### src/rtl/intr_ctrl_pkg.sv
// Shared types and constants for the parameterised interrupt controller:
// FSM state encoding, config-word field positions and trigger-mode values.
package intr_ctrl_pkg;

  typedef enum logic [2:0] {
    ST_IDLE  = 3'b001,
    ST_ARB   = 3'b010,
    ST_GRANT = 3'b100
  } state_e;

  localparam logic MODE_LEVEL = 1'b0;
  localparam logic MODE_EDGE  = 1'b1;

  // Config word is {mode, enable, priority}; positions scale with the priority width.
  function automatic int unsigned cfg_en_pos(input int unsigned prio_w);
    return prio_w;
  endfunction

  function automatic int unsigned cfg_mode_pos(input int unsigned prio_w);
    return prio_w + 32'd1;
  endfunction

endpackage

### src/rtl/intr_prio_arb.sv
// Combinational priority arbiter: highest priority eligible source wins,
// equal priorities resolve to the lowest index.
module intr_prio_arb #(
  parameter  int NUM_INTR = 16,
  parameter  int PRIO_W   = 4,
  localparam int AW       = $clog2(NUM_INTR)
) (
  input  logic [NUM_INTR-1:0]             elig_i,
  input  logic [NUM_INTR-1:0][PRIO_W-1:0] prio_i,
  output logic [AW-1:0]                   win_idx_o,
  output logic [PRIO_W-1:0]               win_prio_o,
  output logic                            win_any_o
);

  logic take_s;

  // Scan from the top index down so a later (lower) index wins on a tie.
  always_comb begin
    win_idx_o  = '0;
    win_prio_o = '0;
    win_any_o  = 1'b0;
    take_s     = 1'b0;
    for (int i = NUM_INTR - 1; i >= 0; i--) begin
      take_s     = elig_i[i] & (~win_any_o | (prio_i[i] >= win_prio_o));
      win_idx_o  = take_s ? AW'(i) : win_idx_o;
      win_prio_o = take_s ? prio_i[i] : win_prio_o;
      win_any_o  = win_any_o | take_s;
    end
  end

endmodule

### src/rtl/intr_ctrl_param.sv
// Parameterised interrupt controller: per-source config registers behind a
// simple register port, level/edge capture and a three-state grant FSM.
module intr_ctrl_param
  import intr_ctrl_pkg::*;
#(
  parameter  int NUM_INTR = 16,
  parameter  int PRIO_W   = 4,
  localparam int AW       = $clog2(NUM_INTR),
  localparam int CFG_W    = PRIO_W + 2
) (
  input  logic                pclk_i,
  input  logic                prst_i,
  input  logic [AW-1:0]       paddr_i,
  input  logic [CFG_W-1:0]    pwdata_i,
  output logic [CFG_W-1:0]    prdata_o,
  input  logic                penable_i,
  input  logic                pwrite_i,
  output logic                pready_o,
  input  logic [NUM_INTR-1:0] intr_active_i,
  output logic [AW-1:0]       intr_to_service_o,
  output logic [PRIO_W-1:0]   intr_prio_o,
  output logic                intr_valid_o,
  input  logic                intr_serviced_i
);

  logic [CFG_W-1:0]             cfg_q [NUM_INTR];
  logic [CFG_W-1:0]             cfg_d [NUM_INTR];
  logic [CFG_W-1:0]             prdata_q, prdata_d;
  logic                         pready_q;
  logic                         addr_ok_s, wr_s, rd_s, ack_s;
  logic [NUM_INTR-1:0]          en_s, edge_s, rise_s, clr_s, elig_s;
  logic [NUM_INTR-1:0]          prev_q, pending_q, pending_d;
  logic [NUM_INTR-1:0][PRIO_W-1:0] prio_s;
  logic [AW-1:0]                win_idx_s;
  logic [PRIO_W-1:0]            win_prio_s;
  logic                         win_any_s;
  state_e                       state_q, state_d;
  logic [AW-1:0]                svc_q, svc_d;
  logic [PRIO_W-1:0]            prio_q, prio_d;
  logic                         valid_q, valid_d;

  assign addr_ok_s = ({1'b0, paddr_i} < (AW + 1)'(NUM_INTR));
  assign wr_s      = penable_i & pwrite_i & addr_ok_s;
  assign rd_s      = penable_i & ~pwrite_i;
  assign ack_s     = (state_q == ST_GRANT) & intr_serviced_i;

  // Config write decode and read-data capture.
  always_comb begin
    cfg_d = cfg_q;
    for (int i = 0; i < NUM_INTR; i++) begin
      if (wr_s && (paddr_i == AW'(i))) begin
        cfg_d[i] = pwdata_i;
      end else begin
        cfg_d[i] = cfg_q[i];
      end
    end
    if (rd_s) begin
      prdata_d = addr_ok_s ? cfg_q[paddr_i] : '0;
    end else begin
      prdata_d = prdata_q;
    end
  end

  // Field decode, edge capture and eligibility per source.
  always_comb begin
    for (int i = 0; i < NUM_INTR; i++) begin
      prio_s[i] = cfg_q[i][PRIO_W-1:0];
      en_s[i]   = cfg_q[i][cfg_en_pos(PRIO_W)];
      edge_s[i] = (cfg_q[i][cfg_mode_pos(PRIO_W)] == MODE_EDGE);
      clr_s[i]  = ack_s & (svc_q == AW'(i));
    end
    rise_s    = intr_active_i & ~prev_q;
    // A new rising edge outranks the service clear of the same source.
    pending_d = (pending_q & ~clr_s) | (rise_s & edge_s);
    elig_s    = en_s & ((edge_s & pending_q) | (~edge_s & intr_active_i));
  end

  intr_prio_arb #(
    .NUM_INTR (NUM_INTR),
    .PRIO_W   (PRIO_W)
  ) u_arb (
    .elig_i     (elig_s),
    .prio_i     (prio_s),
    .win_idx_o  (win_idx_s),
    .win_prio_o (win_prio_s),
    .win_any_o  (win_any_s)
  );

  // Grant FSM next state and grant output values.
  always_comb begin
    state_d = state_q;
    svc_d   = svc_q;
    prio_d  = prio_q;
    valid_d = valid_q;
    case (state_q)
      ST_IDLE: begin
        if (win_any_s) begin
          state_d = ST_ARB;
        end else begin
          state_d = ST_IDLE;
        end
      end
      ST_ARB: begin
        if (win_any_s) begin
          state_d = ST_GRANT;
          svc_d   = win_idx_s;
          prio_d  = win_prio_s;
          valid_d = 1'b1;
        end else begin
          state_d = ST_IDLE;
          valid_d = 1'b0;
        end
      end
      ST_GRANT: begin
        if (intr_serviced_i) begin
          state_d = ST_IDLE;
          svc_d   = '0;
          prio_d  = '0;
          valid_d = 1'b0;
        end else begin
          state_d = ST_GRANT;
        end
      end
      default: begin
        state_d = ST_IDLE;
        svc_d   = '0;
        prio_d  = '0;
        valid_d = 1'b0;
      end
    endcase
  end

  // Register port state.
  always_ff @(posedge pclk_i) begin
    if (prst_i) begin
      for (int i = 0; i < NUM_INTR; i++) begin
        cfg_q[i] <= '0;
      end
      prdata_q <= '0;
      pready_q <= 1'b0;
    end else begin
      cfg_q    <= cfg_d;
      prdata_q <= prdata_d;
      pready_q <= penable_i;
    end
  end

  // Input history and edge-pending flags.
  always_ff @(posedge pclk_i) begin
    if (prst_i) begin
      prev_q    <= '0;
      pending_q <= '0;
    end else begin
      prev_q    <= intr_active_i;
      pending_q <= pending_d;
    end
  end

  // FSM state and grant outputs.
  always_ff @(posedge pclk_i) begin
    if (prst_i) begin
      state_q <= ST_IDLE;
      svc_q   <= '0;
      prio_q  <= '0;
      valid_q <= 1'b0;
    end else begin
      state_q <= state_d;
      svc_q   <= svc_d;
      prio_q  <= prio_d;
      valid_q <= valid_d;
    end
  end

  assign prdata_o          = prdata_q;
  assign pready_o          = pready_q;
  assign intr_to_service_o = svc_q;
  assign intr_prio_o       = prio_q;
  assign intr_valid_o      = valid_q;

endmodule

### config.mk
export PLATFORM = sky130hd
export DESIGN_NAME = intr_ctrl_param
export DESIGN_NICKNAME = d
export VERILOG_FILES = /design/src/rtl/intr_ctrl_pkg.sv /design/src/rtl/intr_prio_arb.sv /design/src/rtl/intr_ctrl_param.sv
export SDC_FILE = /design/constraint.sdc
export NUM_CORES = 1
export LEC_CHECK = 0
export ABC_AREA = 1
export BUFFER_PORTS_ARGS = -buffer_cell sky130_fd_sc_hd__buf_4
export CAP_MARGIN = 25
export CORE_MARGIN = 2
export CORE_UTILIZATION = 47
export DETAILED_ROUTE_END_ITERATION = 8
export PLACE_DENSITY = 0.71
export SLEW_MARGIN = 5
export SYNTH_ARGS = -nofsm -noshare
export SYNTH_HDL_FRONTEND = slang
export SYNTH_SLANG_ARGS = --single-unit
### constraint.sdc
create_clock -name pclk_i -period 26.1 [get_ports pclk_i]
set_clock_uncertainty 0.05 [all_clocks]
set_input_delay 3.915 -clock pclk_i [delete_from_list [all_inputs] [get_ports pclk_i]]
set_output_delay 3.915 -clock pclk_i [all_outputs]
set_load 0.02 [all_outputs]
==> out/metrics.yaml, run 1 <==
r2r_cells: 147
worstSetupEndpointType: "register"
finalCritPeriodShare: 0.884
clk_latency_ps: 430
fin_area_mm2: 0.00967
io_buffer_count: 46
seq_area_mm2: 0.00294
cts_tree: "yes"
ys_ff_latch: 147
synth_cells: 1234
cap_violations: 0
r2r_setup_slack_ps: 6230
synth_top_area_share: 0.342
track_usage: 0.257
place_congestion: 0.921
period_minus_slack_ps: 23080
crit_required_ps: 26410
ant_nets: 0
drt_wl_total_um: 24800
wire_per_inst_um: 16.5
yosysMostFrequentCell: "nand2_1"
cts_setup_buffers: 0
synth-edff-count: 0
crit_buf_inv: 17
ir_drop_v: 0.0000392
finalMaxSlewViolations: 0
clockBufferDepth: 2
syn_area_mm2: 0.00861
hold-path-endpoint: "intr_valid_o$_SDFFE_PP0P_"
max_stage_delay_ps: 770
coreArea_mm2: 0.0180
viasPerCell: 5.54
grt_pass1_wl_um: 39900
post-route-util: 0.539
multiInputGateArea_mm2: 0.00480
synth.top_cells.by_count: "196 x nand2_1, 170 x inv_1, 165 x o21ai_0"
initial_utilization: 0.480
ys_seq_area_frac: 0.342
cts_sinks: 147
firstDrtPassIters: 7
grt_pass1_vias: 7506
powerDensity_mw_per_mm2: 53.8
final_nets: 1345
start_kind: "input port"
rsz0062_at_grt: "false"
crit_type: "in2reg"
fp-row-count: 49
synth_top_flop_cell: "dfxtp_1"
holdBufCountCts: 0
drtIter0Drc: 830
route.detailed.drc: 0
netlist_top_cells_area: "dfxtp_1 34%, o21ai_0 9.6%, nand2_1 8.5%, a21oi_1 7.8%, ha_1 7.7%"
htreeDepth: 4
vias: 8317
rr_startpoint: "pending_q[15]$_SDFF_PP0_"
cp_max_fo: 11
insertedDiodeCount: 0
grt_overflow: 0
slew_headroom: 0.356
antenna_found_initial: 0
run_status: "finished, final reports clean"
ys_warn_count: 0
tns_ps: 0
cts_resized: 0
fp.dieH_um: 139
hpwlAfterDp_um: 18200
die_w_um: 139
avgSynthCellArea_um2: 6.98
max_slew.worst_pin.slew_ps: 959
grt_max_degree: 74
holdCritPathClass: "reg2reg"
nFillCells: 1774
place_area_mm2: 0.00910
synthArstFlopShare: 0
setup_violations: 0
root_buffer: "clkbuf_16"
slowest_stage: "o31ai_1"
drive_gt1_frac: 0.121
area_growth_pct: 12.3
fmax_mhz: 43.3
power.static_leakage_uw: 0.00400
die_area_mm2: 0.0194
hold_viol_final: 0
numCtsBuffers: 17
ios: 47
r2r_end: "intr_to_service_o[2]$_SDFFE_PP0P_"
arrival_ps: 23390
crit_family: "compound AO/OA/AOI/OAI gates"
synth_nets: 1318
cp_common_cell: "nand2_1"
min_from: "intr_valid_o$_SDFFE_PP0P_"
synth_area_leader_cell: "dfxtp_1"
ys_types: 44
clkSlewWorstSetupHoldPaths_ps: 60
min_path_cells: 2
-- cell type report --
| class | instances | area share |
|---|---|---|
| clock inverters | 13 | 0.0137 |
| flip-flops and latches | 147 | 0.304 |
| clock buffers | 18 | 0.0454 |
| multi-input cells | 862 | 0.496 |
| inverters | 181 | 0.0704 |
| well taps | 229 | 0.0296 |
| repair buffers | 52 | 0.0407 |
-- flip-flops by register name (all words and copies together) (netlist names) --
| name | cells |
|---|---|
| pready_o | 1 |
| intr_valid_o | 1 |
| prdata_o | 6 |
| intr_to_service_o | 4 |
| pending_q | 16 |
| intr_prio_o | 4 |
| prev_q | 16 |
| cfg_q | 96 |
| state_q | 3 |
-- worst max-delay path by stage --
stage                           start                           endpoint  slack [ps]  cells past startpoint
finish              intr_active_i[15]  intr_to_service_o[2]$_SDFFE_PP0P_        3020                    148
global route        intr_active_i[15]  intr_to_service_o[3]$_SDFFE_PP0P_         640                    147
CTS                 intr_active_i[15]  intr_to_service_o[2]$_SDFFE_PP0P_        3150                    148
detailed placement  intr_active_i[15]  intr_to_service_o[2]$_SDFFE_PP0P_        2840                    148
floorplan           intr_active_i[15]  intr_to_service_o[2]$_SDFFE_PP0P_        5320                    148
global placement    intr_active_i[15]  intr_to_service_o[2]$_SDFFE_PP0P_        3310                    148
-- metal layers --
layer,part of all wire,up-vias,GRT usage
li1,-,4178,-
met2,0.45,283,0.409
met1,0.45,3810,0.350
met4,0.030,0,0.0999
met3,0.070,46,0.0427
met5,0,-,0
-- cell usage in the layout (no fill, tap or decap), types with 12 or more instances in the layout --
master / Yosys / layout
ha_1: 53 / 53
o221ai_1: 19 / 19
a21oi_1: 135 / 135
dfxtp_1: 147 / 147
clkbuf_16: 0 / 17
o21ai_0: 165 / 165
a22oi_1: 24 / 24
nand2_2: 28 / 28
buf_4: 0 / 51
nand2_1: 196 / 196
nand3_1: 61 / 61
nand3_2: 14 / 14
nor2_1: 95 / 95
nand2_4: 12 / 12
inv_1: 170 / 169
-- tightest hold or removal path: stages (launching register included) --
cell and delay [ps]:
dfxtp_1 310, nand2_1 60, a21oi_1 60
-- kinds of logic (layout without fill, tap and decap cells) --
| family | Yosys count | in the layout | share of synthesized area |
|---|---|---|---|
| and+or+nand+nor | 435 | 435 | 0.238 |
| adders and majority gates | 53 | 53 | 0.0770 |
| buffers and inverters | 225 | 264 | 0.101 |
| DFF | 147 | 147 | 0.342 |
| AOI/OAI and AO/OA | 374 | 374 | 0.242 |
-- power breakdown --
part,switching (uW),internal [uW]
clock network,98.1,142
registers,2.73,229
logic,32.9,15.7
total,134,387
-- per-stage QoR --
stage	hold slack (ps)	total power, uW	cells	setup slack (ps)
4_1_cts	416	522	1502	3150
3_3_place_gp	404	283	1470	3310
6_report	415	520	1502	3020
3_5_place_dp	407	284	1471	2840
5_1_grt	431	539	1502	639
2_1_floorplan	390	268	1234	5320
No activity file was read; power rests on OpenSTA's default activity.
==> inputs of run 2 (changes only) <==
--- a/config.mk
+++ b/config.mk
@@ -9,10 +9,11 @@
 export BUFFER_PORTS_ARGS = -buffer_cell sky130_fd_sc_hd__buf_4
 export CAP_MARGIN = 25
 export CORE_MARGIN = 2
-export CORE_UTILIZATION = 47
+export CORE_UTILIZATION = 24
 export DETAILED_ROUTE_END_ITERATION = 8
-export PLACE_DENSITY = 0.71
+export PLACE_DENSITY = 0.45
 export SLEW_MARGIN = 5
 export SYNTH_ARGS = -nofsm -noshare
 export SYNTH_HDL_FRONTEND = slang
+export SYNTH_HIERARCHICAL = 1
 export SYNTH_SLANG_ARGS = --single-unit
==> out/metrics.yaml, run 2 <==
run_status: "finished, final reports clean"
slew_headroom: 0.345  # -0.0106
arrival_ps: 22620  # -770 ps
nFillCells: 4220  # +140%
wire_per_inst_um: 15.9  # -3.9%
coreArea_mm2: 0.0378  # +110%
pre_cts_slack_ps: 3460  # +620 ps
hpwlAfterDp_um: 22700  # +25%
clk_latency_ps: 440  # about the same
synth_top_area_share: 0.319  # -0.0222
place_area_mm2: 0.00996  # +9.4%
io_buffer_count: 46  # unchanged
crit_required_ps: 26400  # about the same
swShare: 0.273  # +0.0164
p_sw_uw: 145  # +8.3%
vias: 8808  # +5.9%
cap_violations: 0  # unchanged
most-common-layout-cells: "371 x nand2_1, 168 x nor2_1, 163 x o21ai_0"
ios: 47  # unchanged
synth_top_flop_cell: "dfxtp_1"
powerDensity_mw_per_mm2: 50.3  # -6.5%
ir_drop_v: 0.0000436  # +11%
ys_warn_count: 6  # +6
crit_type: "in2reg"
grt_pass1_vias: 8405  # +12%
finalCritPeriodShare: 0.855  # -0.0295
track_usage: 0.159  # -0.0979
netlist_top_cells_area: "dfxtp_1 32%, nand2_1 15%, o21ai_0 8.9%, ha_1 7.2%, nor2_1 6.8%"
power.static_leakage_uw: 0.00448  # +12%
tns_ps: 0  # unchanged
ant_nets: 0  # unchanged
viasPerCell: 4.49  # -19%
largest_registers: "cfg_q (96), pending_q (16), prev_q (16)"
root_buffer: "clkbuf_16"
avgSynthCellArea_um2: 6.51  # -6.8%
area_growth_pct: 14.2
clkPwrFrac: 0.464  # +0.002
antenna_found_initial: 1  # +1
grt_overflow: 0  # unchanged
ys_types: 42  # -4.5%
p_int_uw: 385  # -0.48%
initial_utilization: 0.244  # -0.236
period_minus_slack_ps: 22310  # -769 ps
holdCritPathClass: "reg2reg"
ys_seq_area_frac: 0.319  # -0.0222
die_w_um: 200  # +43%
insertedDiodeCount: 0  # unchanged
firstDrtPassIters: 5  # -2
synthArstFlopShare: 0  # unchanged
drtIter0Drc: 552  # -33%
slowest_stage: "a21oi_1"
grt_max_degree: 80  # +8.1%
regMostFlops: "cfg_q"
cp_max_fo: 10  # -1
fmax_mhz: 44.8  # +3.4%
cts_sinks: 147  # unchanged
start_kind: "input port"
seq_area_mm2: 0.00294  # unchanged
fp-row-count: 71  # +45%
die_area_mm2: 0.0400  # +110%
drive_gt1_frac: 0.120  # -0.00114
rsz0062_at_grt: "false"
largest_reg_flops: 96  # unchanged
worstSetupEndpointType: "register"
cts_resized: 0  # unchanged
synth_nets: 1500  # +14%
max_slew.worst_pin.slew_ps: 978  # +19.7 ps
yosysMostFrequentCell: "nand2_1"
drt_wl_total_um: 31100  # +26%
cts_setup_buffers: 0  # unchanged
place_congestion: 0.899  # -2.3%
clkSlewWorstSetupHoldPaths_ps: 60  # about the same
synth-edff-count: 0  # unchanged
synth_cells: 1416  # +15%
hold_viol_final: 0  # unchanged
fin_area_mm2: 0.0105  # +8.8%
synth.top_cells.by_count: "371 x nand2_1, 168 x nor2_1, 163 x o21ai_0"
synth_area_leader_cell: "dfxtp_1"
numCtsBuffers: 17  # unchanged
grt_pass1_wl_um: 47900  # +20%
final_common_cell: "nand2_1"
cp_common_cell: "nand2_1"
fp.dieH_um: 200  # +43%
setup_violations: 0  # unchanged
max_stage_delay_ps: 470  # -300 ps
finalMaxSlewViolations: 0  # unchanged
cts_tree: "yes"
route.detailed.drc: 0  # unchanged
syn_area_mm2: 0.00921  # +7.0%
p_seq_frac: 0.436  # -0.009
htreeDepth: 4  # unchanged
fin_ws_ps: 3790  # +769 ps
p_comb_frac: 0.100  # +0.007
final_nets: 1523  # +13%
clockBufferDepth: 2  # unchanged
ys_ff_latch: 147  # unchanged
multiInputGateArea_mm2: 0.00538  # +12%
holdBufCountCts: 0  # unchanged
[run 2: cell types whose count changed in the layout (fill, tap and decap cells not counted), sizes merged, moves of 4 or more]
| cell | delta |
|---|---|
| nand2 | +186 |
| nor2 | +82 |
| a22oi | -24 |
| a21oi | -19 |
| o221ai | -19 |
| inv | -11 |
| a41oi | -6 |
| or2 | +6 |
| nand4 | +5 |
| o31ai | -5 |
| buf | -4 |
| o21ai | -4 |
[run 2: routing by layer]
layer  GRT usage  part of all wire
met1       0.220              0.50
met2       0.253              0.44
met5           0                 0
met4      0.0433             0.021
met3      0.0309             0.042
[run 2: final timing paths]
check	startpoint	end	slack, ps	depth (start not counted)
worst max register to register	cfg_q[5]$_SDFFE_PP0P_	intr_to_service_o[0]$_SDFFE_PP0P_	6900	138
worst min-delay path	intr_prio_o[1]$_SDFFE_PP0P_	intr_prio_o[1]$_SDFFE_PP0P_	410	2
worst min register to register	intr_prio_o[1]$_SDFFE_PP0P_	intr_prio_o[1]$_SDFFE_PP0P_	410	2
worst max-delay path	intr_active_i[15]	intr_to_service_o[0]$_SDFFE_PP0P_	3790	139
[run 2: cell type report]
type / instances / share of cell area
multi-input cells: 1057 / 0.511
repair buffers: 48 / 0.0342
well taps: 511 / 0.0607
clock buffers: 19 / 0.0411
flip-flops and latches: 147 / 0.280
inverters: 168 / 0.0609
clock inverters: 13 / 0.0128
[run 2: power groups by stage]
stage                     registers [uW]  logic [uW]  clock network (uW)
after floorplan                      236        35.5                   0
after global placement               236        52.7                   0
after detailed placement             236        52.9                   0
after CTS                            231        53.0                 252
after global routing                 231        59.3                 261
final                                231        52.9                 246
[run 2: worst max-delay path, delay by kind of cell]
family          cells  cell delay [ps]
buf+inv            15              970
simple gates       64             6060
fa+ha+maj          15             4410
compound gates     45             7210
[run 2: cell families (layout without fill, tap and decap cells)]
kind of cell / Yosys count / in the layout / synth area share
flops: 147 / 147 / 0.319
fa+ha+maj: 53 / 53 / 0.0720
simple gates: 708 / 708 / 0.345
compound gates: 296 / 296 / 0.167
buf+inv: 212 / 248 / 0.0972
[run 2: through the flow]
stage,utilization,instances,power [uW],hold WS (ps)
floorplan,-,1416,271,385
global placement,0.264,1931,289,403
detailed placement,0.264,1931,289,403
CTS,0.279,1963,536,412
global route,0.279,1963,552,428
finish,0.279,1963,530,411
==> inputs of run 3 (changes only) <==
--- a/config.mk
+++ b/config.mk
@@ -9,11 +9,10 @@
 export BUFFER_PORTS_ARGS = -buffer_cell sky130_fd_sc_hd__buf_4
 export CAP_MARGIN = 25
 export CORE_MARGIN = 2
-export CORE_UTILIZATION = 24
+export CORE_UTILIZATION = 62
 export DETAILED_ROUTE_END_ITERATION = 8
-export PLACE_DENSITY = 0.45
+export PLACE_DENSITY = 0.81
 export SLEW_MARGIN = 5
 export SYNTH_ARGS = -nofsm -noshare
 export SYNTH_HDL_FRONTEND = slang
-export SYNTH_HIERARCHICAL = 1
 export SYNTH_SLANG_ARGS = --single-unit
==> out/metrics.yaml, run 3 (synthesis gave the netlist of run 1 again) <==
max_slew.worst_pin.slew_ps: 1080  # +104 ps
numCtsBuffers: 17  # unchanged
ant_nets: 0  # unchanged
seq_area_mm2: 0.00294  # unchanged
hold_viol_final: 0  # unchanged
holdWs_ps: 417  # +6.28 ps
cts_resized: 0  # unchanged
holdCritPathClass: "reg2reg"
fp-row-count: 43  # -39%
place_congestion: 0.962  # +7.0%
worstSetupEndpointType: "register"
insertedDiodeCount: 0  # unchanged
root_buffer: "clkbuf_16"
start_kind: "input port"
fmax_mhz: 42.5  # -5.2%
power.static_leakage_uw: 0.00402  # -10%
min_from: "intr_valid_o$_SDFFE_PP0P_"
clkSlewWorstSetupHoldPaths_ps: 60  # about the same
period_minus_slack_ps: 23540  # +1230 ps
crit_family: "compound AO/OA/AOI/OAI gates"
viasPerCell: 5.88  # +31%
slew_headroom: 0.273  # -0.0725
cts_tree: "yes"
most-common-layout-cells: "196 x nand2_1, 169 x inv_1, 165 x o21ai_0"
run_status: "finished, final reports clean"
cp_common_cell: "nand2_1"
grt_pass1_wl_um: 39600  # -17%
powerDensity_mw_per_mm2: 55.4  # +10%
holdBufCountCts: 0  # unchanged
drtIter0Drc: 830  # +50%
rsz0062_at_grt: "false"
tns_ps: 0  # unchanged
final_common_cell: "nand2_1"
largest_registers: "cfg_q (96), pending_q (16), prev_q (16)"
coreArea_mm2: 0.0137  # -64%
drive_gt1_frac: 0.119  # -0.00131
final_nets: 1347  # -12%
vias: 8556  # -2.9%
placed_cells: 1423  # -26%
slowest_stage: "o31ai_1"
crit_buf_inv: 17  # +2
place_area_mm2: 0.00905  # -9.1%
clockBufferDepth: 2  # unchanged
die_area_mm2: 0.0149  # -63%
regMostFlops: "cfg_q"
crit_type: "in2reg"
area_growth_pct: 12.1
crit_required_ps: 26400  # about the same
route.detailed.drc: 0  # unchanged
ios: 47  # unchanged
hpwlAfterDp_um: 17600  # -23%
drt_wl_total_um: 25000  # -20%
grt_pass1_vias: 7949  # -5.4%
firstDrtPassIters: 8  # +3
fin_cells: 1454  # -26%
cp_max_fo: 11  # +1
track_usage: 0.343  # +0.184
finalCritPeriodShare: 0.902  # +0.0472
antenna_found_initial: 0  # -1
fp.dieH_um: 122  # -39%
rr_startpoint: "cfg_q[5]$_SDFFE_PP0P_"
grt_overflow: 0  # unchanged
wire_per_inst_um: 17.2  # +8.5%
htreeDepth: 4  # unchanged
multiInputGateArea_mm2: 0.00480  # -11%
cts_sinks: 147  # unchanged
largest_reg_flops: 96  # unchanged
finalMaxSlewViolations: 0  # unchanged
ir_drop_v: 0.0000672  # +54%
die_w_um: 122  # -39%
crit_start: "intr_active_i[15]"
arrival_ps: 23850  # +1230 ps
setup_violations: 0  # unchanged
post-route-util: 0.704  # +0.425
nFillCells: 1157  # -73%
max_stage_delay_ps: 810  # +340 ps
fin_area_mm2: 0.00966  # -8.2%
initial_utilization: 0.628  # +0.384
cap_violations: 0  # unchanged
cts_setup_buffers: 0  # unchanged
grt_max_degree: 68  # -15%
clk_latency_ps: 430  # about the same
io_buffer_count: 46  # unchanged
==> run 3: cell types whose count changed in the layout (fill, tap and decap cells not counted), moves of 8 or more <==
cell	before	now
inv_2	14	6
nor2_1	168	95
nand3_1	69	61
nand2_1	371	196
a22oi_1	0	24
a21oi_1	116	135
o221ai_1	0	19
inv_1	149	169
==> run 3: worst min-delay path: cells and delay by family (launching register included) <==
kind,cells,cell delay (ps)
AND/OR/NAND/NOR,1,60
flip-flops,1,310
AO/OA/AOI/OAI,1,50
==> run 3: layer usage <==
| metal | track usage | vias up | wire length, um |
|---|---|---|---|
| li1 | - | 4182 | - |
| met4 | 0.167 | 0 | 1240 |
| met3 | 0.0613 | 84 | 2010 |
| met2 | 0.555 | 383 | 11500 |
| met5 | 0 | - | 0 |
| met1 | 0.444 | 3907 | 10300 |
==> run 3: cell type report <==
type	instances	area share
sequential	147	0.305
tap	180	0.0233
multi-input combinational	862	0.497
clock buffer	26	0.0527
timing repair buffer	54	0.0424
clock inverter	4	0.00984
inverter	181	0.0705
==> run 3: worst paths after layout <==
check                                      endpoint  slack [ps]  cells after the start
setup / recovery  intr_to_service_o[2]$_SDFFE_PP0P_        2560                    148
hold / removal            intr_valid_o$_SDFFE_PP0P_         420                      2
setup reg to reg  intr_to_service_o[2]$_SDFFE_PP0P_        5720                    147
hold reg to reg           intr_valid_o$_SDFFE_PP0P_         420                      2
==> run 3: power breakdown <==
part	internal [uW]	total (uW)	switching (uW)
registers	229	232	2.80
clock network	162	254	92.3
logic	15.9	49.8	33.8
==> run 3: stage by stage <==
stage | worst slack, ps | power, uW
after global routing | 336 | 551
after global placement | 3410 | 283
after floorplan | 5320 | 268
final | 2560 | 536
after detailed placement | 2840 | 284
after CTS | 2800 | 534
